==> src/rtl/dac_pkg.sv <==
// ------------------------------------------------------------------
// dac_pkg : shared constants and state encoding for the DAC7611 bus
// Rev 1.0
// ------------------------------------------------------------------
`default_nettype none

package dac_pkg;

  localparam int DAC_BITS = 12;

  localparam int DAC_CLK = 3;
  localparam int DAC_SDI = 2;
  localparam int DAC_LD  = 1;
  localparam int DAC_CLR = 0;

  typedef enum logic [1:0] {
    ST_IDLE   = 2'd0,
    ST_SHIFT  = 2'd1,
    ST_LOADED = 2'd2
  } dac_state_t;

endpackage

`default_nettype wire

==> src/rtl/sync_edge_det.sv <==
// ------------------------------------------------------------------
// sync_edge_det : N-stage synchronizer with registered edge detection
// Rev 1.0
// ------------------------------------------------------------------
`default_nettype none

module sync_edge_det #(
  parameter int   SYNC_STAGES = 2,
  parameter logic RST_VAL     = 1'b0
) (
  input  logic clk,
  input  logic reset,
  input  logic i_d,
  output logic o_level,
  output logic o_rise,
  output logic o_fall
);

  logic [SYNC_STAGES-1:0] r_sync;
  logic                   r_prev;

  // Reset to the bus idle level so release never fakes an edge
  always_ff @(posedge clk or negedge reset) begin
    if (!reset) begin
      r_sync <= {SYNC_STAGES{RST_VAL}};
      r_prev <= RST_VAL;
    end else begin
      r_sync <= {r_sync[SYNC_STAGES-2:0], i_d};
      r_prev <= r_sync[SYNC_STAGES-1];
    end
  end

  assign o_level = r_sync[SYNC_STAGES-1];
  assign o_rise  = r_sync[SYNC_STAGES-1] & ~r_prev;
  assign o_fall  = ~r_sync[SYNC_STAGES-1] & r_prev;

endmodule

`default_nettype wire

==> src/rtl/dac7611_serial_rx.sv <==
// ------------------------------------------------------------------
// dac7611_serial_rx : DAC7611 4-wire bus receiver / bit-true DAC model
// Rev 1.0
// ------------------------------------------------------------------
`default_nettype none

module dac7611_serial_rx
  import dac_pkg::*;
#(
  parameter int DATA_BITS   = DAC_BITS,
  parameter int SYNC_STAGES = 2,
  parameter int CNT_W       = 16
) (
  input  logic                 clk,
  input  logic                 reset,
  input  logic [3:0]           dac_signals_4,
  output logic [DATA_BITS-1:0] dac_code,
  output logic                 code_valid,
  output logic                 frame_err,
  output logic                 clr_seen,
  output logic [CNT_W-1:0]     frame_cnt,
  output logic                 busy
);

  localparam int             BCW        = $clog2(DATA_BITS + 2);
  localparam logic [BCW-1:0] C_CNT_FULL = BCW'(DATA_BITS);
  localparam logic [BCW-1:0] C_CNT_SAT  = BCW'(DATA_BITS + 1);

  logic [3:0] w_lvl;
  logic [3:0] w_rise;
  logic [3:0] w_fall;

  for (genvar gi = 0; gi < 4; gi++) begin : g_sync
    sync_edge_det #(
      .SYNC_STAGES (SYNC_STAGES),
      .RST_VAL     (gi != DAC_SDI)
    ) u_sync (
      .clk     (clk),
      .reset   (reset),
      .i_d     (dac_signals_4[gi]),
      .o_level (w_lvl[gi]),
      .o_rise  (w_rise[gi]),
      .o_fall  (w_fall[gi])
    );
  end

  logic w_clk_rise, w_ld_fall, w_ld_rise, w_clr_fall, w_clr_lvl, w_sdi;
  assign w_clk_rise = w_rise[DAC_CLK];
  assign w_ld_fall  = w_fall[DAC_LD];
  assign w_ld_rise  = w_rise[DAC_LD];
  assign w_clr_fall = w_fall[DAC_CLR];
  assign w_clr_lvl  = w_lvl[DAC_CLR];
  assign w_sdi      = w_lvl[DAC_SDI];

  logic w_unused;
  assign w_unused = ^{w_lvl[DAC_CLK], w_lvl[DAC_LD], w_rise[DAC_SDI], w_rise[DAC_CLR],
                      w_fall[DAC_CLK], w_fall[DAC_SDI]};

  dac_state_t           r_state;
  logic [DATA_BITS-1:0] r_shift;
  logic [BCW-1:0]       r_bit_cnt;

  // Shift/count as seen after this cycle's CLK rise, so a coincident LD fall counts that bit
  logic                 w_shift_en;
  logic [DATA_BITS-1:0] w_sh_nxt;
  logic [BCW-1:0]       w_cnt_inc;
  logic [BCW-1:0]       w_cnt_nxt;

  assign w_shift_en = w_clk_rise && (r_state != ST_LOADED);
  assign w_sh_nxt   = w_shift_en ? {r_shift[DATA_BITS-2:0], w_sdi} : r_shift;
  assign w_cnt_inc  = (r_bit_cnt == C_CNT_SAT) ? r_bit_cnt : r_bit_cnt + BCW'(1);
  assign w_cnt_nxt  = w_shift_en ? w_cnt_inc : r_bit_cnt;

  always_ff @(posedge clk or negedge reset) begin
    if (!reset) begin
      r_state    <= ST_IDLE;
      r_shift    <= '0;
      r_bit_cnt  <= '0;
      dac_code   <= '0;
      code_valid <= 1'b0;
      frame_err  <= 1'b0;
      clr_seen   <= 1'b0;
      frame_cnt  <= '0;
    end else begin
      code_valid <= 1'b0;
      frame_err  <= 1'b0;
      clr_seen   <= w_clr_fall;
      r_shift    <= w_sh_nxt;
      r_bit_cnt  <= w_cnt_nxt;
      case (r_state)
        ST_IDLE, ST_SHIFT: begin
          if (w_ld_fall) begin
            r_state <= ST_LOADED;
            if (w_cnt_nxt == C_CNT_FULL) begin
              dac_code   <= w_sh_nxt;
              code_valid <= w_clr_lvl;
              if (frame_cnt != {CNT_W{1'b1}}) frame_cnt <= frame_cnt + CNT_W'(1);
            end else begin
              frame_err <= 1'b1;
              if (w_cnt_nxt != '0) dac_code <= w_sh_nxt;
            end
          end else if (w_shift_en) begin
            r_state <= ST_SHIFT;
          end
        end
        ST_LOADED: begin
          if (w_ld_rise) begin
            r_state   <= ST_IDLE;
            r_bit_cnt <= '0;
          end
        end
        default: r_state <= ST_IDLE;
      endcase
      if (!w_clr_lvl) dac_code <= '0;
    end
  end

  assign busy = (r_state != ST_IDLE);

endmodule

`default_nettype wire

==> config.mk <==
export PLATFORM = sky130hd
export DESIGN_NAME = dac7611_serial_rx
export DESIGN_NICKNAME = d
export VERILOG_FILES = /design/src/rtl/dac_pkg.sv /design/src/rtl/sync_edge_det.sv /design/src/rtl/dac7611_serial_rx.sv
export SDC_FILE = /design/constraint.sdc
export NUM_CORES = 1
export LEC_CHECK = 0
export ABC_CLOCK_PERIOD_IN_PS = 2200
export CAP_MARGIN = 40
export CORE_MARGIN = 8
export CORE_UTILIZATION = 53
export DETAILED_ROUTE_END_ITERATION = 10
export PLACE_DENSITY_LB_ADDON = 0.1
export SETUP_SLACK_MARGIN = 0.5
export SLEW_MARGIN = 20
export SYNTH_ARGS = -nofsm -noshare
export SYNTH_HDL_FRONTEND = slang
export SYNTH_SLANG_ARGS = --single-unit
==> constraint.sdc <==
create_clock -name clk -period 2.2 [get_ports clk]
set_input_delay 0.33 -clock clk [delete_from_list [all_inputs] [get_ports clk]]
set_output_delay 0.33 -clock clk [all_outputs]
set_load 0.005 [all_outputs]
==> impl_results.html, run 1 <==
<table>
<tr><th>Metric</th><th>Value</th></tr>
<tr><th colspan="2">Layout</th></tr>
<tr><td>Share of the core filled with cells</td><td>between 70 and 80%</td></tr>
<tr><td>FILL cells</td><td>around 280</td></tr>
<tr><td>Share of final-layout standard cells stronger than drive strength 1</td><td>between 30% and 40%</td></tr>
<tr><td>Antenna cell count</td><td>0</td></tr>
<tr><td># nets final</td><td>roughly 270</td></tr>
<tr><td>Final instance area</td><td>~3600 um^2</td></tr>
<tr><td>Synthesis-to-layout area growth</td><td>42.35%</td></tr>
<tr><td>Leading cell types in the layout, fill and taps excluded</td><td>sky130_fd_sc_hd__dfrtp_1, sky130_fd_sc_hd__clkdlybuf4s50_1, sky130_fd_sc_hd__buf_6, sky130_fd_sc_hd__buf_4</td></tr>
<tr><td>Area occupied by multi-input gates</td><td>between 1000 and 1500 um^2</td></tr>
<tr><td>Flip-flop and latch area</td><td>~1500 um^2</td></tr>
<tr><td>Most common cell after layout, fill and taps aside</td><td>sky130_fd_sc_hd__dfrtp_1</td></tr>
<tr><th colspan="2">STA</th></tr>
<tr><td>Total negative slack for setup checks</td><td>0 ns</td></tr>
<tr><td>Final period util</td><td>91.99%</td></tr>
<tr><td>RSZ-0062 raised after global routing</td><td>true</td></tr>
<tr><td>Setup violators final</td><td>0</td></tr>
<tr><td>Headroom to the max-slew limit</td><td>roughly 51%</td></tr>
<tr><td>Number of slew-limit violations in the final report</td><td>0</td></tr>
<tr><td>Tmin final</td><td>2.024 ns</td></tr>
<tr><td>Timing-limited maximum frequency</td><td>between 0.4 and 0.5 GHz</td></tr>
<tr><td>Pin slew with the least headroom to its limit</td><td>around 0.73 ns</td></tr>
<tr><td>Worst-case clock skew</td><td>about 0.009 ns</td></tr>
<tr><td>Final Hold Fails</td><td>0</td></tr>
<tr><th colspan="2">Detailed routing</th></tr>
<tr><td>Iteration-0 DRC Markers</td><td>91</td></tr>
<tr><td>Per-cell routed wire length</td><td>18.48 um</td></tr>
<tr><td>First-pass iteration count of the detailed router</td><td>4</td></tr>
<tr><td>Detailed-route DRC error count</td><td>0</td></tr>
<tr><td>Number of routed nets with antenna violations</td><td>0</td></tr>
<tr><td>Detailed Route WL</td><td>just under 6000 um</td></tr>
<tr><td>Ratio of routed vias to standard cells</td><td>about 5.7</td></tr>
<tr><td>Via Count</td><td>1844</td></tr>
<tr><th colspan="2">Logic synthesis</th></tr>
<tr><td>Number of distinct standard cells referenced by the synthesized netlist</td><td>41</td></tr>
<tr><td>Netlist Area Pre-Place</td><td>2535 um^2</td></tr>
<tr><td>Number of synthesized register bits</td><td>60</td></tr>
<tr><td>Synthesized netlist cell count</td><td>roughly 190</td></tr>
<tr><td>Mapped Nets</td><td>roughly 200</td></tr>
<tr><td>Average cell area after synthesis</td><td>13.07 um^2</td></tr>
<tr><td>Sequential fraction of the synthesis area</td><td>59.67%</td></tr>
<tr><td>Warnings from Yosys</td><td>0</td></tr>
<tr><th colspan="2">Die</th></tr>
<tr><td>Die height</td><td>85.16 um</td></tr>
<tr><td>I/O pin count</td><td>38</td></tr>
<tr><td>Placeable core area</td><td>roughly 4700 um^2</td></tr>
<tr><td>Die footprint</td><td>7252 um^2</td></tr>
<tr><td>Total number of placement rows</td><td>25</td></tr>
<tr><td>Chip Width</td><td>~85 um</td></tr>
<tr><td>Starting density of the core</td><td>approximately 54%</td></tr>
<tr><th colspan="2">Setup path</th></tr>
<tr><td>Worst reg2reg startpoint</td><td>r_bit_cnt[0]</td></tr>
<tr><td>Number of cells traversed by the worst register-to-register path</td><td>7</td></tr>
<tr><td>Kind of cell with the highest combined delay on the critical path</td><td>flip-flops</td></tr>
<tr><td>Instance count on the critical path</td><td>7</td></tr>
<tr><td>Cell with the largest stage delay on the worst path</td><td>sky130_fd_sc_hd__dfrtp_2</td></tr>
<tr><td>Path type of the worst setup path</td><td>register to register</td></tr>
<tr><td>Worst EP arrival</td><td>between 2 and 2.5 ns</td></tr>
<tr><td>Number of buffer and inverter stages on the critical path</td><td>1</td></tr>
<tr><td>Endpoint of the lowest-slack register-to-register path</td><td>frame_cnt[3]</td></tr>
<tr><td>Critical Path Source Type</td><td>register</td></tr>
<tr><td>Max FO, Critical Path</td><td>6</td></tr>
<tr><td>Data required time at the worst endpoint</td><td>about 2.5 ns</td></tr>
<tr><td>Kind of capture point of the worst setup path</td><td>register</td></tr>
<tr><td>Register-to-register setup slack</td><td>0.18 ns</td></tr>
<tr><td>Worst path max stage delay</td><td>~0.46 ns</td></tr>
<tr><td>Cells along the critical path</td><td>ha_4, nand2_4, o32a_4, nor3_4, buf_6, nand4_1, xnor2_1</td></tr>
<tr><th colspan="2">Power and ir drop</th></tr>
<tr><td>Worst IR Drop VDD</td><td>just over 0.0007 V</td></tr>
<tr><td>Leakage dissipation</td><td>~1.6 nW</td></tr>
<tr><td>Power Dens Cells</td><td>around 1000 nW/um^2</td></tr>
<tr><td>Total Power Consumption</td><td>approximately 3.6 mW</td></tr>
<tr><th colspan="2">Clock network</th></tr>
<tr><td>Worst skew pair latency</td><td>around 0.34 ns</td></tr>
<tr><td>Largest buffer count on any clock path</td><td>2</td></tr>
<tr><td>Clock tree from TritonCTS</td><td>yes</td></tr>
<tr><td>Number of buffers inserted during clock tree synthesis</td><td>9</td></tr>
<tr><td>H-tree depth</td><td>3</td></tr>
<tr><td>Clock root buffer</td><td>sky130_fd_sc_hd__clkbuf_8</td></tr>
<tr><td>Number of clock sinks seen by CTS</td><td>60</td></tr>
<tr><td>Reg clk slew, reported paths</td><td>~0.070 ns</td></tr>
<tr><td>Count of hold-fix buffers inserted at cts</td><td>0</td></tr>
<tr><th colspan="2">GRT</th></tr>
<tr><td>Gr usage total</td><td>17.69%</td></tr>
<tr><td>Antenna violations before repair</td><td>0</td></tr>
<tr><td>Largest net degree at the start of global routing</td><td>32</td></tr>
<tr><td>Total congestion overflow</td><td>0</td></tr>
<tr><td>Global-route wire length before repair</td><td>around 9800 um</td></tr>
<tr><td>Vias in the first global route</td><td>just under 2000</td></tr>
<tr><th colspan="2">Run status</th></tr>
<tr><td>Result of the run</td><td>finished clean</td></tr>
<tr><th colspan="2">Place</th></tr>
<tr><td>Count of input and output buffers</td><td>37</td></tr>
<tr><td>Total cell area at the placement stage</td><td>around 3100 um^2</td></tr>
<tr><td>Routability-driven placement congestion ratio</td><td>~0.86</td></tr>
<tr><td>Detailed placer's ending HPWL</td><td>3693 um</td></tr>
<tr><th colspan="2">Run</th></tr>
<tr><td>Max-cap viol count</td><td>0</td></tr>
<tr><th colspan="2">Min path</th></tr>
<tr><td>Hold crit path type</td><td>primary input to async pin</td></tr>
</table>
worst max-delay path by stage:
stage / end / startpoint
3_3_place_gp: frame_cnt[6] / g_sync[1].u_sync.r_prev
2_1_floorplan: frame_cnt[13] / r_bit_cnt[0]
4_1_cts: frame_cnt[3] / g_sync[3].u_sync.r_sync[1]
6_report: frame_cnt[3] / r_bit_cnt[0]
5_1_grt: frame_cnt[3] / r_bit_cnt[1]
3_5_place_dp: frame_cnt[3] / g_sync[3].u_sync.r_sync[1]
worst reg2reg max path: cells and delay by family (launching register included):
family / cells / cell delay [ns]
DFF: 1 / 0.46
AOI/OAI and AO/OA: 1 / 0.41
and+or+nand+nor: 3 / 0.37
adders and majority gates: 1 / 0.32
xor gates and xnor gates: 1 / 0.20
buffers and inverters: 1 / 0.16
Yosys cell counts (all sizes together):
cell / instances / area, um^2
dfrtp: 51 / 1276
mux2: 13 / 146.4
a32o: 12 / 120.1
nor2: 11 / 41.29
xnor2: 11 / 96.34
and2: 9 / 56.30
dfstp: 9 / 236.5
nand3: 8 / 52.55
nand4: 8 / 50.05
nand2: 7 / 26.28
nor2b: 6 / 45.04
xor2: 5 / 43.79
and3: 4 / 25.02
buf: 4 / 25.02
ha: 3 / 37.54
nand2b: 3 / 21.27
nor3: 3 / 20.02
o21ai: 3 / 15.01
a21oi: 2 / 10.01
and2b: 2 / 15.01
clkbuf: 2 / 7.510
inv: 2 / 7.510
mux2i: 2 / 20.02
nand4b: 2 / 17.52
nor4: 2 / 27.53
or2: 2 / 12.51
a211oi: 1 / 12.51
a21boi: 1 / 7.510
a311oi: 1 / 8.760
and4: 1 / 8.760
nor3b: 1 / 7.510
o211ai: 1 / 7.510
o32a: 1 / 22.52
or2b: 1 / 7.510
cell type report:
cell class	count	share of cell area (%)
inverter	2	0.2080
clock inverter	7	2.739
tap	54	1.872
sequential	60	42.13
timing repair buffer	64	17.41
multi-input combinational	126	32.21
clock buffer	9	3.433
registers in the layout (all words and copies together), names as in the netlist:
signal                flops
code_valid                1
g_sync.u_sync.r_sync      8
r_shift                  12
clr_seen                  1
frame_cnt                16
r_state                   2
frame_err                 1
dac_code                 12
g_sync.u_sync.r_prev      3
r_bit_cnt                 4
metrics by stage:
| step | hold WS, ns | std cells | worst slack (ns) |
|---|---|---|---|
| after global placement | 0.3343 | 285 | 0.1676 |
| final | 0.05089 | 322 | 0.1762 |
| after global routing | 0.08537 | 322 | 0.09395 |
| after floorplan | 0.03441 | 194 | 0.3498 |
| after detailed placement | 0.3476 | 285 | 0.09187 |
| after CTS | 0.05524 | 321 | 0.1365 |
cell families after synthesis:
group | share of synthesized area, %
compound gates | 8.046
xor+xnor | 5.528
buf+inv | 1.580
mux | 6.565
flops | 59.67
fa+ha+maj | 1.481
simple gates | 17.13
routing by layer:
metal  track usage, %  vias up  part of all wire, %
met2            27.91       42                   51
met5                0        -                    0
met3            6.467       15                  4.6
met4            10.52        0                  2.2
met1            20.10      944                   42
li1                 -      843                    -
power breakdown:
| group | switching, mW | internal (mW) | leakage, nW |
|---|---|---|---|
| Combinational | 0.503 | 0.543 | 0.704 |
| Sequential | 0.165 | 1.30 | 0.765 |
| Clock | 0.459 | 0.642 | 0.110 |
what timing repair did:
| action | CTS | global route |
|---|---|---|
| pin swaps | 18 | 5 |
| gates resized for setup | 28 | 13 |
| gates cloned | 1 | 0 |
| hold endpoints to repair | 0 | 0 |
| endpoints found under the setup margin | 32 | 33 |
| buffers inserted | 19 | 1 |
Power figures use the tool's default switching activity.
==> run 2, diff against run 1 <==
==> constraint.sdc (replaced) <==
create_clock -name clk -period 2.2 [get_ports clk]
set_input_delay 0.33 -clock clk [delete_from_list [all_inputs] [get_ports clk]]
set_output_delay 0.33 -clock clk [all_outputs]
set_load 0.05 [all_outputs]
==> run 2 against run 1 <==
  * Worst setup slack improved by 0.041 ns
  * Sequential power barely moved
  * Sequential share of layout area increased by 3.2 points
  * Clock power is 5% lower
  * Critical path depth down 1
  * Maximum frequency rose by 2.1%
  * Routed wire length is 8.2% lower
  * Power decreased by 3.2%
  * Global-route usage shrank 1.5 points
  * Die area did not move
  * Non-clock buffer count is 11 lower
==> impl_results.html, run 2 (same netlist as run 1, synthesis figures left out) <==
<table>
<tr><th>Metric</th><th>Value</th></tr>
<tr><th colspan="2">STA</th></tr>
<tr><td>Worst-case clock skew</td><td>0.007720 ns (-0.001525 ns)</td></tr>
<tr><td>Headroom to the max-slew limit</td><td>55.42% (+4.3 points)</td></tr>
<tr><td>Final period util</td><td>90.14% (-1.9 points)</td></tr>
<tr><td>Timing-limited maximum frequency</td><td>0.5043 GHz (+2.1%)</td></tr>
<tr><td>Tmin final</td><td>1.983 ns (-0.04075 ns)</td></tr>
<tr><td>Pin slew with the least headroom to its limit</td><td>0.6687 ns (-0.06440 ns)</td></tr>
<tr><td>Hold slack final</td><td>0.03953 ns (-0.01136 ns)</td></tr>
<tr><td>Number of slew-limit violations in the final report</td><td>0 (unchanged)</td></tr>
<tr><td>RSZ-0062 raised after global routing</td><td>true</td></tr>
<tr><td>Smallest setup slack after layout</td><td>0.2170 ns (+0.04075 ns)</td></tr>
<tr><td>Total negative slack for setup checks</td><td>0 ns (unchanged)</td></tr>
<tr><td>Final Hold Fails</td><td>0 (unchanged)</td></tr>
<tr><td>Setup violators final</td><td>0 (unchanged)</td></tr>
<tr><th colspan="2">Detailed routing</th></tr>
<tr><td>Routed wl met2</td><td>2755 um (-10%)</td></tr>
<tr><td>Detailed-route DRC error count</td><td>0 (unchanged)</td></tr>
<tr><td>Via Count</td><td>1799 (-2.4%)</td></tr>
<tr><td>Detailed Route WL</td><td>5461 um (-8.2%)</td></tr>
<tr><td>Ratio of routed vias to standard cells</td><td>5.785 (+1.0%)</td></tr>
<tr><td>Uppermost layer routed</td><td>met4</td></tr>
<tr><td>Routed length on met1</td><td>2225 um (-10%)</td></tr>
<tr><td>Per-cell routed wire length</td><td>17.56 um (-5.0%)</td></tr>
<tr><td>Number of routed nets with antenna violations</td><td>0 (unchanged)</td></tr>
<tr><td>First-pass iteration count of the detailed router</td><td>4 (unchanged)</td></tr>
<tr><td>Amount of wire on met3 after detailed routing</td><td>331 um (+21%)</td></tr>
<tr><td>Iteration-0 DRC Markers</td><td>95 (+4.4%)</td></tr>
<tr><th colspan="2">Die</th></tr>
<tr><td>I/O pin count</td><td>38 (unchanged)</td></tr>
<tr><td>Total number of placement rows</td><td>25 (unchanged)</td></tr>
<tr><td>Placeable core area</td><td>4661 um^2 (unchanged)</td></tr>
<tr><td>Chip Width</td><td>85.16 um (unchanged)</td></tr>
<tr><td>Die footprint</td><td>7252 um^2 (unchanged)</td></tr>
<tr><td>Starting density of the core</td><td>54.39% (unchanged)</td></tr>
<tr><td>Die height</td><td>85.16 um (unchanged)</td></tr>
<tr><th colspan="2">Clock network</th></tr>
<tr><td>H-tree depth</td><td>3 (unchanged)</td></tr>
<tr><td>Number of clock sinks seen by CTS</td><td>60 (unchanged)</td></tr>
<tr><td>Clock root buffer</td><td>sky130_fd_sc_hd__clkbuf_8</td></tr>
<tr><td>Number of buffers inserted during clock tree synthesis</td><td>9 (unchanged)</td></tr>
<tr><td>Clock tree from TritonCTS</td><td>yes</td></tr>
<tr><td>Worst skew pair latency</td><td>0.33 ns (about the same)</td></tr>
<tr><td>Reg clk slew, reported paths</td><td>0.06 ns (about the same)</td></tr>
<tr><td>Largest buffer count on any clock path</td><td>2 (unchanged)</td></tr>
<tr><th colspan="2">Setup path</th></tr>
<tr><td>Critical Path Source Type</td><td>register</td></tr>
<tr><td>Cells along the critical path</td><td>nor2b_4, nand3_4, o32a_4, nor4_4, and2_1, xor2_1</td></tr>
<tr><td>Worst reg2reg startpoint</td><td>g_sync[3].u_sync.r_sync[1]</td></tr>
<tr><td>Path type of the worst setup path</td><td>register to register</td></tr>
<tr><td>Number of cells traversed by the worst register-to-register path</td><td>6 (-1)</td></tr>
<tr><td>Cell with the largest stage delay on the worst path</td><td>sky130_fd_sc_hd__dfstp_2</td></tr>
<tr><td>Worst path max stage delay</td><td>0.54 ns (+0.08 ns)</td></tr>
<tr><td>Register-to-register setup slack</td><td>0.22 ns (+0.04 ns)</td></tr>
<tr><td>Worst EP arrival</td><td>2.23 ns (-0.04 ns)</td></tr>
<tr><td>Data required time at the worst endpoint</td><td>2.45 ns (about the same)</td></tr>
<tr><td>Endpoint of the lowest-slack register-to-register path</td><td>frame_cnt[13]</td></tr>
<tr><td>Max FO, Critical Path</td><td>5 (-1)</td></tr>
<tr><td>Kind of capture point of the worst setup path</td><td>register</td></tr>
<tr><th colspan="2">Place</th></tr>
<tr><td>Detailed placer's ending HPWL</td><td>3704 um (+0.30%)</td></tr>
<tr><td>Number of cells after detailed placement</td><td>286 (+0.35%)</td></tr>
<tr><td>Routability-driven placement congestion ratio</td><td>0.9081 (+5.9%)</td></tr>
<tr><td>Dpl ws</td><td>0.1135 ns (+0.02159 ns)</td></tr>
<tr><td>Total cell area at the placement stage</td><td>3074 um^2 (+0.53%)</td></tr>
<tr><td>Count of input and output buffers</td><td>37 (unchanged)</td></tr>
<tr><th colspan="2">Power and ir drop</th></tr>
<tr><td>Total Power Consumption</td><td>3.496 mW (-3.2%)</td></tr>
<tr><td>Power Dens Cells</td><td>1036 nW/um^2 (+3.5%)</td></tr>
<tr><td>Leakage dissipation</td><td>1.613 nW (+2.2%)</td></tr>
<tr><td>Worst IR Drop VDD</td><td>0.0006291 V (-12%)</td></tr>
<tr><th colspan="2">Layout</th></tr>
<tr><td>FILL cells</td><td>307 (+8.5%)</td></tr>
<tr><td>Antenna cell count</td><td>0 (unchanged)</td></tr>
<tr><td>Synthesis-to-layout area growth</td><td>33.17%</td></tr>
<tr><td>Flip-flop count of the largest register after layout</td><td>16 (unchanged)</td></tr>
<tr><td>Most common cell after layout, fill and taps aside</td><td>sky130_fd_sc_hd__dfrtp_1</td></tr>
<tr><td>Leading cell types in the layout, fill and taps excluded</td><td>sky130_fd_sc_hd__dfrtp_1, sky130_fd_sc_hd__dlygate4sd2_1, sky130_fd_sc_hd__mux2_2, sky130_fd_sc_hd__dfrtp_2, sky130_fd_sc_hd__a32o_1</td></tr>
<tr><td>Share of the core filled with cells</td><td>72.43% (-5.0 points)</td></tr>
<tr><td>Cell Count, Final, Fillers Out</td><td>311 (-3.4%)</td></tr>
<tr><td>Share of final-layout standard cells stronger than drive strength 1</td><td>36.19% (-3.4 points)</td></tr>
<tr><td>Final instance area</td><td>3376 um^2 (-6.4%)</td></tr>
<tr><td>Register with the most flip-flops</td><td>frame_cnt</td></tr>
<tr><td>Biggest regs</td><td>frame_cnt (16), dac_code (12), r_shift (12)</td></tr>
<tr><td># nets final</td><td>261 (-4.0%)</td></tr>
<tr><th colspan="2">Min path</th></tr>
<tr><td>Hold crit path type</td><td>primary input to async pin</td></tr>
<tr><th colspan="2">GRT</th></tr>
<tr><td>Gr usage total</td><td>16.22% (-1.5 points)</td></tr>
<tr><td>Total congestion overflow</td><td>0 (unchanged)</td></tr>
<tr><td>Largest net degree at the start of global routing</td><td>30 (-6.3%)</td></tr>
<tr><td>Antenna violations before repair</td><td>0 (unchanged)</td></tr>
<tr><td>Vias in the first global route</td><td>1922 (-2.2%)</td></tr>
<tr><td>Global-route wire length before repair</td><td>9294 um (-5.3%)</td></tr>
<tr><th colspan="2">Run status</th></tr>
<tr><td>Result of the run</td><td>finished clean</td></tr>
<tr><th colspan="2">Run</th></tr>
<tr><td>Max-cap viol count</td><td>0 (unchanged)</td></tr>
</table>
## run 2: metal layers
layer | vias up | track usage (%)
li1 | 812 | -
met1 | 912 | 19.10
met2 | 59 | 25.71
met3 | 16 | 4.730
met4 | 0 | 9.547
met5 | - | 0
## run 2: area by class of cell
class | instances | area [um^2] | share of cell area, %
timing repair buffer | 53 | 486.7 | 14.42
clock buffer | 11 | 131.4 | 3.892
multi-input combinational | 126 | 1076 | 31.88
sequential | 60 | 1529 | 45.29
clock inverter | 5 | 77.57 | 2.298
inverter | 2 | 7.507 | 0.2224
tap | 54 | 67.56 | 2.001
## run 2: worst max-delay path: cells and delay by family, from the launching register on
family	cells	cell delay, ns
AOI/OAI and AO/OA	1	0.36
and+or+nand+nor	4	0.87
xor gates and xnor gates	1	0.13
DFF	1	0.54
## run 2: how the worst max path moves through the flow
| stage | startpoint | endpoint | cells past startpoint |
|---|---|---|---|
| floorplan | r_bit_cnt[0] | frame_cnt[3] | 7 |
| CTS | g_sync[3].u_sync.r_sync[1] | frame_cnt[1] | 6 |
| global placement | r_bit_cnt[1] | dac_code[1] | 8 |
| finish | g_sync[3].u_sync.r_sync[1] | frame_cnt[13] | 6 |
| global route | g_sync[3].u_sync.r_sync[1] | frame_cnt[13] | 6 |
| detailed placement | r_bit_cnt[1] | dac_code[0] | 8 |
## run 2: power breakdown
group | internal [mW] | switching [mW]
clock network | 0.634 | 0.406
logic | 0.421 | 0.581
registers | 1.30 | 0.156
total | 2.35 | 1.14
## run 2: what timing repair did
| action | CTS | global route |
|---|---|---|
| resized for setup | 42 | 6 |
| hold endpoints to repair | 0 | 0 |
| buffers inserted | 7 | 2 |
| hold buffers | 0 | 0 |
| pin swaps | 5 | 5 |
| endpoints found under the setup margin | 62 | 43 |
==> run 3, diff against run 2 <==
- SETUP_SLACK_MARGIN: 0.5 -> 0.3
- TNS_END_PERCENT: unset -> 100
==> run 3 against run 2 <==
  * Power grew 3.2%
  * Critical endpoint is now frame_cnt[15]
  * Global-route usage shrank 0.23 points
  * Worst setup slack lost 0.052 ns
==> impl_results.html, run 3 (same netlist as run 1, synthesis figures left out) <==
<table>
<tr><th>Metric</th><th>Value</th></tr>
<tr><th colspan="2">Setup path</th></tr>
<tr><td>Worst path max stage delay</td><td>0.53 ns (about the same)</td></tr>
<tr><td>Path type of the worst setup path</td><td>register to register</td></tr>
<tr><td>Capturing instance or port of the critical path</td><td>frame_cnt[15]</td></tr>
<tr><td>Instance count on the critical path</td><td>7 (+1)</td></tr>
<tr><td>Endpoint of the lowest-slack register-to-register path</td><td>frame_cnt[15]</td></tr>
<tr><td>Cell with the largest stage delay on the worst path</td><td>sky130_fd_sc_hd__dfstp_2</td></tr>
<tr><td>Worst reg2reg startpoint</td><td>g_sync[3].u_sync.r_sync[1]</td></tr>
<tr><td>Worst EP arrival</td><td>2.24 ns (about the same)</td></tr>
<tr><td>Number of buffer and inverter stages on the critical path</td><td>1 (+1)</td></tr>
<tr><td>Number of cells traversed by the worst register-to-register path</td><td>7 (+1)</td></tr>
<tr><td>Cells along the critical path</td><td>nor2b_4, nand4b_1, a211oi_4, nor4_4, buf_4, and2b_1, xor2_1</td></tr>
<tr><td>Data required time at the worst endpoint</td><td>2.41 ns (-0.04 ns)</td></tr>
<tr><td>Critical Path Source Type</td><td>register</td></tr>
<tr><td>Kind of capture point of the worst setup path</td><td>register</td></tr>
<tr><td>Launching instance or port of the critical path</td><td>g_sync[3].u_sync.r_sync[1]</td></tr>
<tr><td>Kind of cell with the highest combined delay on the critical path</td><td>simple AND/OR/NAND/NOR gates</td></tr>
<tr><td>Register-to-register setup slack</td><td>0.16 ns (-0.05 ns)</td></tr>
<tr><td>Max FO, Critical Path</td><td>6 (+1)</td></tr>
<tr><th colspan="2">Die</th></tr>
<tr><td>Starting density of the core</td><td>54.39% (unchanged)</td></tr>
<tr><td>Total number of placement rows</td><td>25 (unchanged)</td></tr>
<tr><td>Chip Width</td><td>85.16 um (unchanged)</td></tr>
<tr><td>I/O pin count</td><td>38 (unchanged)</td></tr>
<tr><td>Placeable core area</td><td>4661 um^2 (unchanged)</td></tr>
<tr><td>Die height</td><td>85.16 um (unchanged)</td></tr>
<tr><td>Die footprint</td><td>7252 um^2 (unchanged)</td></tr>
<tr><th colspan="2">Clock network</th></tr>
<tr><td>Number of clock sinks seen by CTS</td><td>60 (unchanged)</td></tr>
<tr><td>Worst skew pair latency</td><td>0.33 ns (about the same)</td></tr>
<tr><td>Clock root buffer</td><td>sky130_fd_sc_hd__clkbuf_8</td></tr>
<tr><td>Number of buffers inserted during clock tree synthesis</td><td>9 (unchanged)</td></tr>
<tr><td>Reg clk slew, reported paths</td><td>0.07 ns (about the same)</td></tr>
<tr><td>H-tree depth</td><td>3 (unchanged)</td></tr>
<tr><td>Clock tree from TritonCTS</td><td>yes</td></tr>
<tr><td>Largest buffer count on any clock path</td><td>2 (unchanged)</td></tr>
<tr><td>Count of hold-fix buffers inserted at cts</td><td>0 (unchanged)</td></tr>
<tr><th colspan="2">GRT</th></tr>
<tr><td>Total congestion overflow</td><td>0 (unchanged)</td></tr>
<tr><td>GRT Max-Usage Layer</td><td>met2</td></tr>
<tr><td>Gr usage total</td><td>15.99% (-0.23 points)</td></tr>
<tr><td>Largest net degree at the start of global routing</td><td>33 (+10%)</td></tr>
<tr><td>M3 GR Usage</td><td>4.730% (unchanged)</td></tr>
<tr><td>Global-route wire length before repair</td><td>8976 um (-3.4%)</td></tr>
<tr><td>Vias in the first global route</td><td>1827 (-4.9%)</td></tr>
<tr><td>Antenna violations before repair</td><td>0 (unchanged)</td></tr>
<tr><td>Global routing usage on met1</td><td>18.80% (-0.30 points)</td></tr>
<tr><td>Met2 usage</td><td>26.07% (+0.36 points)</td></tr>
<tr><th colspan="2">Min path</th></tr>
<tr><td>Hold crit path type</td><td>primary input to async pin</td></tr>
<tr><th colspan="2">STA</th></tr>
<tr><td>RSZ-0062 raised after global routing</td><td>true</td></tr>
<tr><td>Smallest setup slack after layout</td><td>0.1647 ns (-0.05224 ns)</td></tr>
<tr><td>Worst-case clock skew</td><td>0.008399 ns (+0.0006787 ns)</td></tr>
<tr><td>Tmin final</td><td>2.035 ns (+0.05224 ns)</td></tr>
<tr><td>Final Hold Fails</td><td>0 (unchanged)</td></tr>
<tr><td>Pin slew with the least headroom to its limit</td><td>0.7277 ns (+0.05895 ns)</td></tr>
<tr><td>Total negative slack for setup checks</td><td>0 ns (unchanged)</td></tr>
<tr><td>Number of slew-limit violations in the final report</td><td>0 (unchanged)</td></tr>
<tr><td>Final period util</td><td>92.51% (+2.4 points)</td></tr>
<tr><td>Timing-limited maximum frequency</td><td>0.4913 GHz (-2.6%)</td></tr>
<tr><td>Headroom to the max-slew limit</td><td>51.49% (-3.9 points)</td></tr>
<tr><td>Setup violators final</td><td>0 (unchanged)</td></tr>
<tr><th colspan="2">Layout</th></tr>
<tr><td>Leading cell types in the layout, fill and taps excluded</td><td>sky130_fd_sc_hd__dfrtp_1, sky130_fd_sc_hd__clkdlybuf4s50_1, sky130_fd_sc_hd__buf_4</td></tr>
<tr><td>Register with the most flip-flops</td><td>frame_cnt</td></tr>
<tr><td>Cell Count, Final, Fillers Out</td><td>312 (+0.32%)</td></tr>
<tr><td># nets final</td><td>262 (+0.38%)</td></tr>
<tr><td>Share of final-layout standard cells stronger than drive strength 1</td><td>34.50% (-1.7 points)</td></tr>
<tr><td>Share of the core filled with cells</td><td>73.93% (+1.5 points)</td></tr>
<tr><td>Most common cell after layout, fill and taps aside</td><td>sky130_fd_sc_hd__dfrtp_1</td></tr>
<tr><td>FILL cells</td><td>302 (-1.6%)</td></tr>
<tr><td>Synthesis-to-layout area growth</td><td>35.93%</td></tr>
<tr><td>Flip-flop count of the largest register after layout</td><td>16 (unchanged)</td></tr>
<tr><td>Biggest regs</td><td>frame_cnt (16), dac_code (12), r_shift (12)</td></tr>
<tr><td>Antenna cell count</td><td>0 (unchanged)</td></tr>
<tr><th colspan="2">Detailed routing</th></tr>
<tr><td>Detailed-route DRC error count</td><td>0 (unchanged)</td></tr>
<tr><td>Iteration-0 DRC Markers</td><td>122 (+28%)</td></tr>
<tr><td>Detailed Route WL</td><td>5616 um (+2.8%)</td></tr>
<tr><td>Via Count</td><td>1787 (-0.67%)</td></tr>
<tr><td>Number of routed nets with antenna violations</td><td>0 (unchanged)</td></tr>
<tr><td>Ratio of routed vias to standard cells</td><td>5.728 (-0.99%)</td></tr>
<tr><td>First-pass iteration count of the detailed router</td><td>4 (unchanged)</td></tr>
<tr><td>Per-cell routed wire length</td><td>18.00 um (+2.5%)</td></tr>
<tr><th colspan="2">Place</th></tr>
<tr><td>Routability-driven placement congestion ratio</td><td>0.9271 (+2.1%)</td></tr>
<tr><td>Detailed placer's ending HPWL</td><td>3700 um (-0.10%)</td></tr>
<tr><td>Count of input and output buffers</td><td>37 (unchanged)</td></tr>
<tr><td>Dpl ws</td><td>0.04421 ns (-0.06925 ns)</td></tr>
<tr><td>Number of cells after detailed placement</td><td>284 (-0.70%)</td></tr>
<tr><th colspan="2">Power and ir drop</th></tr>
<tr><td>Worst IR Drop VDD</td><td>0.0006123 V (-2.7%)</td></tr>
<tr><td>Power Dens Cells</td><td>1047 nW/um^2 (+1.1%)</td></tr>
<tr><td>Leakage dissipation</td><td>1.715 nW (+6.3%)</td></tr>
<tr><th colspan="2">Run</th></tr>
<tr><td>Max-cap viol count</td><td>0 (unchanged)</td></tr>
<tr><th colspan="2">Run status</th></tr>
<tr><td>Result of the run</td><td>finished clean</td></tr>
</table>
run 3: cell count changes in the layout (fill, tap and decap cells not counted), sizes merged:
cell | before | now
clkinv | 2 | 1
buf | 17 | 18
dlygate4sd2 | 31 | 6
dlymetal6s2s | 0 | 11
clkdlybuf4s50 | 4 | 19
run 3: cell type report:
cell class                 count  area (um^2)  area share [%]
clock inverter                 4        72.57           2.106
inverter                       2        7.507          0.2179
tap                           54        67.56           1.961
clock buffer                  12        155.1           4.503
sequential                    60         1525           44.26
timing repair buffer          54        541.8           15.72
multi-input combinational    126         1076           31.23
run 3: worst min-delay path by stage:
stage                     depth (start not counted)                          to
after floorplan                                   0                    clr_seen
after global placement                            0  g_sync[2].u_sync.r_sync[1]
after detailed placement                          0  g_sync[2].u_sync.r_sync[1]
after CTS                                         1                r_bit_cnt[2]
after global routing                              1                r_bit_cnt[2]
final                                             1                r_bit_cnt[2]
run 3: report_power, final:
part	switching [mW]	internal [mW]
registers	0.155	1.30
logic	0.595	0.447
clock network	0.415	0.698
run 3: per-layer routing:
metal,vias up,routed length [um]
met3,5,303
met1,912,2378
met2,51,2884
li1,819,-
met4,0,51
met5,-,0
run 3: what timing repair did:
item,4_1_cts,5_1_grt
cloned,1,0
gates resized for setup,17,18
setup endpoints to repair,34,39
pin swaps,6,3
buffers inserted,9,2
run 3: metrics by stage:
| step | cell area, um^2 | hold slack [ns] | total power, mW |
|---|---|---|---|
| 3_3_place_gp | 3033 | 0.3347 | 2.305 |
| 6_report | 3446 | 0.05610 | 3.607 |
| 5_1_grt | 3446 | 0.1048 | 3.782 |
| 4_1_cts | 3382 | 0.06785 | 3.579 |
| 3_5_place_dp | 3033 | 0.3448 | 2.361 |
| 2_1_floorplan | 2586 | 0.03441 | 2.083 |
==> RTL change 1, RTL diff (settings of run 3) <==
Register the output `frame_cnt` once more; this adds one clock of latency there. The other outputs are not delayed to match.
--- a/src/rtl/dac7611_serial_rx.sv
+++ b/src/rtl/dac7611_serial_rx.sv
@@ -25,6 +25,8 @@
   localparam int             BCW        = $clog2(DATA_BITS + 2);
   localparam logic [BCW-1:0] C_CNT_FULL = BCW'(DATA_BITS);
   localparam logic [BCW-1:0] C_CNT_SAT  = BCW'(DATA_BITS + 1);
+
+  logic [CNT_W-1:0] frame_cnt_s0;
 
   logic [3:0] w_lvl;
   logic [3:0] w_rise;
@@ -80,7 +82,7 @@
       code_valid <= 1'b0;
       frame_err  <= 1'b0;
       clr_seen   <= 1'b0;
-      frame_cnt  <= '0;
+      frame_cnt_s0 <= '0;
     end else begin
       code_valid <= 1'b0;
       frame_err  <= 1'b0;
@@ -94,7 +96,7 @@
             if (w_cnt_nxt == C_CNT_FULL) begin
               dac_code   <= w_sh_nxt;
               code_valid <= w_clr_lvl;
-              if (frame_cnt != {CNT_W{1'b1}}) frame_cnt <= frame_cnt + CNT_W'(1);
+              if (frame_cnt_s0 != {CNT_W{1'b1}}) frame_cnt_s0 <= frame_cnt_s0 + CNT_W'(1);
             end else begin
               frame_err <= 1'b1;
               if (w_cnt_nxt != '0) dac_code <= w_sh_nxt;
@@ -117,6 +119,10 @@
 
   assign busy = (r_state != ST_IDLE);
 
+  always_ff @(posedge clk) begin
+    frame_cnt <= frame_cnt_s0;
+  end
+
 endmodule
 
 `default_nettype wire
Function: no difference found for any inputs over 10 cycles, from zero or initial values and one cycle with reset low; that may be too few to reach the edited logic, so the function may still have changed.
==> RTL change 1 against run 3 <==
Synthesized area grew 31%; sequential share of layout area shrank 7.0 points; critical endpoint is now dac_code[0]; cell area grew 43%; largest power group is now combinational cells; first-iteration DRC count grew 2.5%; utilization grew 8.4 points; total power grew 43%; critical path depth grew 3; cell count grew 49%; critical path type unchanged; sequential cell count grew 16; wire length grew 61%; setup slack lost 0.15 ns.
==> RTL change 1: results <==
INSERT INTO impl_metrics (metric_group, metric, value, unit) VALUES
('yosys', 'synth_cells', '291', ''),
('power', 'max-vdd-ir-drop', '0.683', 'mV'),
('yosys', 'number_of_distinct_standard_cells_referenced_by_the_synthesized_netlist', '46', ''),
('status', 'outcome', 'completed', ''),
('route', 'm1WireLength', '3.69', 'mm'),
('yosys', 'postSynth.asyncResetShare', '78.9', '%'),
('route', 'route.detailed.vias_per_inst', '5.86', ''),
('layout', 'buf_share', '20.9', '%'),
('route', 'drt-wirelength-per-cell', '19.4', 'um'),
('layout', 'multi_input_area', '1690', 'um^2'),
('route', 'wl_met3', '464', 'um'),
('placed_design', 'detailed_place.area', '3970', 'um^2'),
('layout', 'area_delta_synth_final', '49.0', '%'),
('yosys', 'sequential_share_of_the_synthesized_area', '55.4', '%'),
('grt', 'grt_pass1_vias', '2821', ''),
('layout', 'layout-drive-gt1-share', '35.6', '%'),
('layout', 'finish.net_count', '394', ''),
('placed_design', 'routabilityCongestion', '0.845', ''),
('placed_design', 'dp_hpwl', '4.66', 'mm'),
('yosys', 'synth.avg_cell_area', '11.4', 'um^2'),
('layout', 'multiInputCombCellCount', '182', ''),
('placed_design', 'dp.cells', '416', ''),
('min_path', 'worst_hold_path_type', 'reg2reg', ''),
('layout', 'layout.non_clock_inverters', '14', ''),
('yosys', 'synthTopCellsByArea', 'sky130_fd_sc_hd__dfrtp_1 (39%), sky130_fd_sc_hd__dfxtp_1 (9.7%), sky130_fd_sc_hd__dfstp_2 (7.1%)', ''),
('grt', 'grt_start_max_net_pins', '61', '');
==> RTL change 1: changes by cell type in the layout (fill, tap and decap cells not counted), sizes merged, moves of 13 or more <==
cell / delta
buf: +47
nand3: +24
dfxtp: +16
inv: +13
o31a: +13
or4: +13
==> RTL change 1: cells by family after synthesis <==
logic type	synth area share, %
simple gates	19.5
flops	55.4
compound gates	10.1
buf+inv	5.37
xor+xnor	4.50
mux	3.97
fa+ha+maj	1.13
==> RTL change 1: stage by stage <==
step / power (W) / hold WS, ns / utilization (%) / TNS, ns
detailed placement: 0.00325 / 0.335 / 66.3 / -0.240
global route: 0.00538 / 0.362 / 82.3 / -0.666
CTS: 0.00483 / 0.354 / 78.2 / 0
finish: 0.00515 / 0.353 / 82.3 / 0
global placement: 0.00321 / 0.336 / 66.3 / -0.0391
floorplan: 0.00271 / 0.0344 / - / 0
==> RTL change 1: power breakdown <==
part           switching (W)  internal, W  leakage [nW]
registers           0.000160      0.00161         0.900
logic                0.00119      0.00102          1.41
clock network       0.000541     0.000634         0.115
total                0.00189      0.00326          2.42
==> RTL change 1: layer usage <==
metal  global-route usage (%)  vias to the layer above
met5                        0                        -
met4                     8.84                        0
met3                     3.69                       20
met2                     33.1                       75
met1                     24.8                     1371
li1                         -                     1259
==> RTL change 1: timing repair <==
action | CTS | global route
gates resized for setup | 58 | 36
cloned | 2 | 1
hold buffers | 1 | 0
buffers inserted | 20 | 9
pin swaps | 26 | 24
endpoints found under the hold margin | 39 | 0
endpoints found under the setup margin | 35 | 35
==> RTL change 1: worst max-delay path: stages (launching register included) <==
cell and delay, ns:
sky130_fd_sc_hd__dfrtp_1 0.42, sky130_fd_sc_hd__buf_6 0.12, sky130_fd_sc_hd__inv_4 0.03, sky130_fd_sc_hd__ha_4 0.27, sky130_fd_sc_hd__nand2_4 0.05, sky130_fd_sc_hd__or4_4 0.52, sky130_fd_sc_hd__nor3_4 0.20, sky130_fd_sc_hd__buf_6 0.16
sky130_fd_sc_hd__buf_16 0.11, sky130_fd_sc_hd__o2111ai_1 0.13, sky130_fd_sc_hd__nand3_1 0.11
==> RTL change 1: final timing paths <==
| check | end | depth (start not counted) | startpoint |
|---|---|---|---|
| min | g_sync[2].u_sync.r_sync[1] | 0 | g_sync[2].u_sync.r_sync[0] |
| min in group asynchronous | dac_code[2] | 3 | reset |
| max reg2reg | dac_code[0] | 10 | r_bit_cnt[1] |
| min reg2reg | g_sync[2].u_sync.r_sync[1] | 0 | g_sync[2].u_sync.r_sync[0] |
| max in group asynchronous | g_sync[0].u_sync.r_sync[0] | 3 | reset |
| max | dac_code[0] | 10 | r_bit_cnt[1] |
==> RTL change 2, RTL diff (settings of run 3) <==
Made on the original files. Set the parameter `CNT_W` to 20 (it was 16).
--- a/src/rtl/dac7611_serial_rx.sv
+++ b/src/rtl/dac7611_serial_rx.sv
@@ -9,7 +9,7 @@
 #(
   parameter int DATA_BITS   = DAC_BITS,
   parameter int SYNC_STAGES = 2,
-  parameter int CNT_W       = 16
+  parameter int CNT_W       = 20
 ) (
   input  logic                 clk,
   input  logic                 reset,
Interface: changed (resized frame_cnt); port bits go from 38 to 42. No check against the original RTL was run, so the function may have changed too.
==> RTL change 2 against run 3 <==
Critical path depth down 1; sequential cell count increased by 4; die area grew 5.5%; synthesized area is 6.8% higher; total power fell by 1.7%; count of clock-buffer cells in the layout fell by 1; combinational power fell by 11%; synthesized cell count rose by 6.2%; wire length up 7.4%; cell area grew 12%; setup slack got worse by 0.11 ns; sequential share of layout area fell by 2.1 points; critical endpoint is now frame_cnt[1]; largest cell class unchanged; largest power group unchanged.
==> RTL change 2: results <==
INSERT INTO impl_metrics (metric_group, metric, value, unit) VALUES
('placed_design', 'place_ws', '0.0402', 'ns'),
('setup_path', 'crit_path_top_delay_cell', 'sky130_fd_sc_hd__or4_4', ''),
('timing', 'hold-worst-slack', '0.356', 'ns'),
('grt', 'gr-usage-all-layers', '16.2', '%'),
('layout', 'largest_registers', 'frame_cnt: 20 flops, dac_code: 12 flops, r_shift: 12 flops', ''),
('route', 'drt-wirelength-per-cell', '17.5', 'um'),
('route', 'route.detailed.vias_per_inst', '5.42', ''),
('yosys', 'sequential_share_of_the_synthesized_area', '59.6', '%'),
('layout', 'finish.net_count', '278', ''),
('status', 'outcome', 'completed', ''),
('layout', 'multi_input_area', '1270', 'um^2'),
('grt', 'grt_first_pass_wirelength', '9.40', 'mm'),
('floorplan', 'start_util', '54.0', '%'),
('placed_design', 'buffer_ports.inserted', '41', ''),
('yosys', 'mappedNetlistNets', '215', ''),
('setup_path', 'worst_r2r_path_depth', '6', ''),
('grt', 'grt_pass1_vias', '1960', ''),
('placed_design', 'detailed_place.area', '3340', 'um^2'),
('yosys', 'post_synth_most_frequent_cells', 'sky130_fd_sc_hd__dfrtp_1 (55), sky130_fd_sc_hd__xor2_1 (15), sky130_fd_sc_hd__a32o_1 (12), sky130_fd_sc_hd__mux2_2 (12), sky130_fd_sc_hd__nor2_1 (11)', ''),
('yosys', 'number_of_distinct_standard_cells_referenced_by_the_synthesized_netlist', '44', '');
==> RTL change 2: cell count changes in the layout (fill, tap and decap cells not counted), sizes merged, moves of 3 or more <==
cell          before  now
xor2               5   15
xnor2             11    5
dlymetal6s2s      11    7
dlygate4sd2        6   13
and2               9    2
and3               4    1
nor3               3   10
nor4               2    7
inv                2    7
dfrtp             51   55
==> RTL change 2: routing by layer <==
layer / vias to the layer above / track usage [%] / routed length (um)
li1: 864 / - / -
met1: 939 / 20.2 / 2760
met2: 51 / 25.4 / 2930
met3: 11 / 4.15 / 234
met4: 0 / 7.81 / 112
met5: - / 0 / 0
==> RTL change 2: where the power goes <==
group          internal (W)  switching (W)  total [W]
logic              0.000415       0.000514   0.000930
registers           0.00137       0.000137    0.00150
clock network      0.000667       0.000447    0.00111
total               0.00245        0.00110    0.00355
==> RTL change 2: final cells by class <==
| cell class | instances | area share (%) |
|---|---|---|
| flip-flops and latches | 64 | 42.2 |
| multi-input cells | 128 | 33.0 |
| repair buffers | 59 | 16.2 |
| clock buffers | 11 | 3.66 |
| well taps | 70 | 2.27 |
| clock inverters | 5 | 2.07 |
| inverters | 7 | 0.680 |
==> RTL change 2: logic make-up (layout without fill, tap and decap cells) <==
group           after synthesis  in the layout  synth area share, %
flops                        64             64                 59.6
xor+xnor                     20             20                 6.47
compound gates               20             20                 6.93
simple gates                 72             72                 17.5
buf+inv                      14             82                 2.73
mux                          13             13                 5.41
fa+ha+maj                     3              3                 1.39
==> RTL change 2: what timing repair did <==
item,4_1_cts,5_1_grt
pin swaps,2,3
setup endpoints to repair,44,40
hold endpoints to repair,9,0
gates cloned,0,2
gates resized for setup,20,37
hold buffers,1,0
buffers inserted,2,2
